==> config.mk <==
export PLATFORM = sky130hd
export DESIGN_NAME = fetch_unit_8085
export DESIGN_NICKNAME = d
export VERILOG_FILES = /design/src/rtl/fetch_unit_8085_pkg.sv /design/src/rtl/fetch_unit_8085_len_decode.sv /design/src/rtl/fetch_unit_8085.sv
export SDC_FILE = /design/constraint.sdc
export NUM_CORES = 1
export LEC_CHECK = 0
export CELL_PAD_IN_SITES_DETAIL_PLACEMENT = 2
export CELL_PAD_IN_SITES_GLOBAL_PLACEMENT = 2
export CORE_UTILIZATION = 30
export CTS_CLUSTER_SIZE = 28
export DETAILED_ROUTE_END_ITERATION = 8
export PLACE_DENSITY_LB_ADDON = 0.2
export SLEW_MARGIN = 20
export SYNTH_ARGS = -nofsm -noshare
export SYNTH_HDL_FRONTEND = slang
export SYNTH_HIERARCHICAL = 1
export SYNTH_SLANG_ARGS = --single-unit
==> constraint.sdc <==
create_clock -name clk -period 5.8 [get_ports clk]
set_input_delay 1.16 -clock clk [delete_from_list [all_inputs] [get_ports clk]]
set_output_delay 1.16 -clock clk [all_outputs]
set_load 0.01 [all_outputs]
==> src/rtl/fetch_unit_8085_pkg.sv <==
// Shared types and decode helpers for the 8085 instruction fetch unit.
package pkg_8085;

  typedef enum logic [2:0] {
    FETCH_OP = 3'd0,
    FETCH_B2 = 3'd1,
    FETCH_B3 = 3'd2,
    PRESENT  = 3'd3,
    HALT     = 3'd4
  } fetch_state_t;

  localparam logic [7:0] OP_HLT = 8'h76;

  // Instruction length in bytes (1..3) from the opcode alone.
  function automatic logic [1:0] instr_len_of(input logic [7:0] op);
    logic [1:0] len;
    len = 2'd1;
    if (((op & 8'hCF) == 8'h01) ||
        (op == 8'h22) || (op == 8'h2A) || (op == 8'h32) || (op == 8'h3A) ||
        (op == 8'hC3) || (op == 8'hCD) ||
        ((op & 8'hC7) == 8'hC2) || ((op & 8'hC7) == 8'hC4)) begin
      len = 2'd3;
    end else if (((op & 8'hC7) == 8'h06) || ((op & 8'hC7) == 8'hC6) ||
                 (op == 8'hD3) || (op == 8'hDB)) begin
      len = 2'd2;
    end
    return len;
  endfunction

endpackage

==> src/rtl/fetch_unit_8085_len_decode.sv <==
// Combinational opcode-to-length decoder.
module len_decode_8085
  import pkg_8085::*;
(
  input  logic [7:0] opcode,
  output logic [1:0] len
);

  assign len = instr_len_of(opcode);

endmodule

==> src/rtl/fetch_unit_8085.sv <==
// 8085 fetch unit: reads 1-3 instruction bytes, presents the whole instruction
// with a valid/ready handshake, stops on HLT and redirects on jump_en.
module fetch_unit_8085
  import pkg_8085::*;
#(
  parameter logic [15:0] RESET_PC = 16'h0000
) (
  input  logic         clk,
  input  logic         reset,
  output logic [15:0]  mem_addr,
  output logic         mem_rd,
  input  logic [7:0]   mem_data,
  input  logic         mem_ack,
  input  logic         jump_en,
  input  logic [15:0]  jump_addr,
  output logic         instr_valid,
  input  logic         instr_ready,
  output logic [7:0]   opcode,
  output logic [15:0]  operand,
  output logic [1:0]   instr_len,
  output logic [15:0]  instr_pc,
  output logic         halted,
  output fetch_state_t dbg_state
);

  // Handshake: an instruction moves downstream on any rising edge where
  // instr_valid && instr_ready; while instr_valid is high every presented
  // field is held. A memory byte is taken on an edge with mem_rd && mem_ack.

  fetch_state_t state_q, state_d;
  logic [15:0]  pc_q, pc_d;
  logic         mem_rd_q, mem_rd_d;
  logic         instr_valid_q, instr_valid_d;
  logic         halted_q, halted_d;
  logic [7:0]   opcode_q, opcode_d;
  logic [15:0]  operand_q, operand_d;
  logic [1:0]   instr_len_q, instr_len_d;
  logic [15:0]  instr_pc_q, instr_pc_d;

  logic [1:0]   dec_len;
  logic         got_byte;
  logic         xfer;

  len_decode_8085 u_len_decode (
    .opcode (mem_data),
    .len    (dec_len)
  );

  assign got_byte = mem_rd_q && mem_ack;
  assign xfer     = instr_valid_q && instr_ready;

  always_comb begin
    state_d       = state_q;
    pc_d          = pc_q;
    mem_rd_d      = mem_rd_q;
    instr_valid_d = instr_valid_q;
    halted_d      = halted_q;
    opcode_d      = opcode_q;
    operand_d     = operand_q;
    instr_len_d   = instr_len_q;
    instr_pc_d    = instr_pc_q;

    if (jump_en) begin
      pc_d          = jump_addr;
      state_d       = FETCH_OP;
      mem_rd_d      = 1'b1;
      instr_valid_d = 1'b0;
      halted_d      = 1'b0;
    end else begin
      unique case (state_q)
        FETCH_OP: begin
          // mem_rd_q is low only in the first cycle out of reset.
          mem_rd_d = 1'b1;
          if (got_byte) begin
            pc_d        = pc_q + 16'd1;
            opcode_d    = mem_data;
            operand_d   = 16'h0000;
            instr_len_d = dec_len;
            instr_pc_d  = pc_q;
            if (dec_len == 2'd1) begin
              state_d       = PRESENT;
              mem_rd_d      = 1'b0;
              instr_valid_d = 1'b1;
            end else begin
              state_d = FETCH_B2;
            end
          end
        end
        FETCH_B2: begin
          if (got_byte) begin
            pc_d           = pc_q + 16'd1;
            operand_d[7:0] = mem_data;
            if (instr_len_q == 2'd3) begin
              state_d = FETCH_B3;
            end else begin
              state_d       = PRESENT;
              mem_rd_d      = 1'b0;
              instr_valid_d = 1'b1;
            end
          end
        end
        FETCH_B3: begin
          if (got_byte) begin
            pc_d            = pc_q + 16'd1;
            operand_d[15:8] = mem_data;
            state_d         = PRESENT;
            mem_rd_d        = 1'b0;
            instr_valid_d   = 1'b1;
          end
        end
        PRESENT: begin
          if (xfer) begin
            instr_valid_d = 1'b0;
            if (opcode_q == OP_HLT) begin
              state_d  = HALT;
              halted_d = 1'b1;
              mem_rd_d = 1'b0;
            end else begin
              state_d  = FETCH_OP;
              mem_rd_d = 1'b1;
            end
          end
        end
        HALT: begin
          mem_rd_d = 1'b0;
        end
        default: begin
          state_d = FETCH_OP;
        end
      endcase
    end
  end

  always_ff @(posedge clk or negedge reset) begin
    if (!reset) begin
      state_q       <= FETCH_OP;
      pc_q          <= RESET_PC;
      mem_rd_q      <= 1'b0;
      instr_valid_q <= 1'b0;
      halted_q      <= 1'b0;
      opcode_q      <= 8'h00;
      operand_q     <= 16'h0000;
      instr_len_q   <= 2'd1;
      instr_pc_q    <= 16'h0000;
    end else begin
      state_q       <= state_d;
      pc_q          <= pc_d;
      mem_rd_q      <= mem_rd_d;
      instr_valid_q <= instr_valid_d;
      halted_q      <= halted_d;
      opcode_q      <= opcode_d;
      operand_q     <= operand_d;
      instr_len_q   <= instr_len_d;
      instr_pc_q    <= instr_pc_d;
    end
  end

  assign mem_addr    = pc_q;
  assign mem_rd      = mem_rd_q;
  assign instr_valid = instr_valid_q;
  assign halted      = halted_q;
  assign opcode      = opcode_q;
  assign operand     = operand_q;
  assign instr_len   = instr_len_q;
  assign instr_pc    = instr_pc_q;
  assign dbg_state   = state_q;

endmodule

==> qor.csv <==
stage;metric;value;unit
sta;drv_slew;0;
global_routing;overflow;0;
cts;cts_max_level;3;
sta;hold_viol_final;0;
logic_synthesis;synth_top_cell_area_share;52.8;%
cts;cts_tree;yes;
cells_and_area;final_cell_mix;91 x clkdlybuf4s50_1, 63 x dfrtp_1, 53 x nand2_1;
logic_synthesis;synth-main-ff-cell;dfrtp_1;
die;die_y;102;um
logic_synthesis;synth-edff-count;0;
power_and_ir_drop;powerDensity;359;nW/um^2
die;initial_utilization;30.8;%
die;fp.dieW;102;um
setup_path;critPathRequiredTime;6.02;ns
sta;fin_crit_sh;61.0;%
detailed_routing;drt-initial-drc-count;55;
die;coreArea;9680;um^2
sta;max_freq;283;MHz
setup_path;cpPeakStageDelay;0.90;ns
setup_path;critPathBufInv;2;
setup_path;critPathMaxFanout;28;
placed_design;place_ws;1.86;ns
detailed_routing;vias;2634;
sta;setup_viol;0;
detailed_routing;post_drt_wl_per_cell;17.4;um
global_routing;grt_pass1_wl;14900;um
logic_synthesis;yosysWarnings;6;
logic_synthesis;netlist_area;2980;um^2
sta;worst_slew_pin_slew;0.945;ns
detailed_routing;drcViolationCount;0;
cells_and_area;fin_cells;523;
setup_path;endpoint_kind;flop;
logic_synthesis;avgSynthCellArea;10.2;um^2
setup_path;crit_arrival;3.76;ns
logic_synthesis;synth_async_sr_flop_share;100;%
placed_design;dp.cells;508;
die;io_pins;93;
cells_and_area;final-seq-area;1600;um^2
sta;fin_crit;3.54;ns
cells_and_area;syn2layout_area_growth;41.6;%
sta;setup_tns;0;ns
power_and_ir_drop;ir_worst_vdd;0.114;mV
cells_and_area;layout_commonest_cell;clkdlybuf4s50_1;
logic_synthesis;synth-seq-cells;64;
cts;insertion_delay;0.34;ns
cells_and_area;num_antenna_cells;0;
placed_design;io_buffers;92;
setup_path;criticalPathCategory;in2reg;
cts;cts_resized;0;
sta;fin_skew;0.00911;ns
cts;clk_path_buf_depth;2;
setup_path;crit_family;buffers and inverters;
cells_and_area;final_layout_size_suffix_gt1_share;12.8;%
detailed_routing;viasPerCell;5.04;
hold_path;hold_path_class;reg2reg;
die;rows;36;
logic_synthesis;synth.distinct_cells;48;
cts;cts_root_buf;clkbuf_8;
cts;clkTransAtPathRegs;0.07;ns
setup_path;start_kind;primary input;
detailed_routing;antenna_left;0;
sta;setup_ws;2.26;ns
detailed_routing;routed_wl;9130;um
placed_design;dp_hpwl;6580;um
run;drv_cap;0;
cells_and_area;n_fill_cell;1074;
cts;cts.sinks;64;
cts;postCtsSetupBuffers;0;
global_routing;grt_usage;19.2;%
setup_path;cpMaxStageDelayCell;clkdlybuf4s50_1;
logic_synthesis;seq_area_frac_synth;53.7;%
power_and_ir_drop;p_leak;1.75;nW
cts;cts_buffers;9;
placed_design;place_congestion;0.759;
cells_and_area;num-nets-final;416;
logic_synthesis;ys_top_cells_by_area;dfrtp_1 53%, mux2_2 9.8%, nand2_1 6.7%;
logic_synthesis;synthCells;292;
cells_and_area;multi_input_area;1310;um^2
logic_synthesis;syn_nets;322;
detailed_routing;drt_pass1_iterations;4;
power_and_ir_drop;power;1.52;mW
logic_synthesis;yosys.area.top_type;dfrtp_1;
sta;slew_headroom;36.8;%
global_routing;grt_max_degree;65;
sta;rsz0062_at_grt;false;
die;dieArea;10400;um^2
global_routing;antenna_found_initial;0;
global_routing;grt_pass1_vias;2804;
cts;hold_buffers;0;
run_status;status;finished, final reports clean;
setup_path;crit_chain;clkdlybuf4s50_1 -> nor2_1 -> nand4_1 -> nor2_2 -> buf_4 -> mux2_2;
==> report_power, final <==
group	total (mW)	internal [mW]	switching [mW]	leakage (nW)
Sequential	0.647	0.558	0.0892	0.789
Combinational	0.499	0.298	0.201	0.863
Clock	0.371	0.206	0.165	0.0989
Total	1.52	1.06	0.455	1.75
==> final timing paths <==
check,startpoint,endpoint,slack [ns],cells after the start
max,jump_en,opcode[0],2.26,6
min,operand[1],operand[1],0.47,2
max reg2reg,dbg_state[2],mem_addr[15],3.45,4
min reg2reg,operand[1],operand[1],0.47,2
max in group asynchronous,reset,instr_len[1],4.23,2
min in group asynchronous,reset,operand[2],1.00,2
==> flip-flops by register name, summed over array words and instances (netlist names) <==
| name | count |
|---|---|
| instr_pc | 16 |
| mem_addr | 16 |
| operand | 16 |
| opcode | 8 |
| dbg_state | 3 |
| instr_len | 2 |
| halted | 1 |
| instr_valid | 1 |
| mem_rd | 1 |
==> worst reg2reg max path, cell delays in order (launching register included) <==
cell and delay (ns):
dfrtp_1 0.58, nand4b_1 0.35, or4_1 0.64, or4_1 0.53
a31oi_1 0.17
==> through the flow <==
stage	utilization [%]	instance area [um^2]	hold WS, ns
3_3_place_gp	41.6	4030	0.454
3_5_place_dp	41.7	4040	0.465
2_1_floorplan	-	2980	0.507
4_1_cts	43.6	4230	0.480
5_1_grt	43.6	4230	0.508
6_report	43.6	4230	0.471
==> metal layers <==
metal	routed length [um]	GRT usage, %
met5	0	0
met1	3950	23.5
met4	113	6.35
met2	4750	33.2
met3	309	4.42
==> cell usage after synthesis (all sizes together) (2+ instances only) <==
library cell   n
dfrtp         63
nand2         53
mux2          26
nand3         21
o21ai         16
nor2          14
a31oi         10
a21oi          8
or3            8
buf            6
clkbuf         6
nand4          6
nor4           5
inv            4
nor3           4
xnor2          4
and2           3
or4            3
xor2           3
and4           2
nand2b         2
nor3b          2
o211ai         2
o31ai          2
==> logic make-up (layout without fill, tap and decap cells) <==
group | Yosys count | in the layout | share of synthesized area (%)
fa+ha+maj | 1 | 1 | 0.419
xor+xnor | 7 | 7 | 2.05
compound gates | 46 | 46 | 9.60
mux | 27 | 27 | 10.1
flops | 64 | 64 | 53.7
simple gates | 130 | 130 | 21.6
buf+inv | 17 | 115 | 2.52
==> final cells by class <==
class | count | share of cell area, %
multi-input cells | 211 | 31.1
clock buffers | 11 | 3.35
clock inverters | 4 | 1.07
repair buffers | 95 | 22.2
inverters | 5 | 0.444
flip-flops and latches | 64 | 37.9
well taps | 133 | 3.94
No activity file was read; power rests on OpenSTA's default activity.
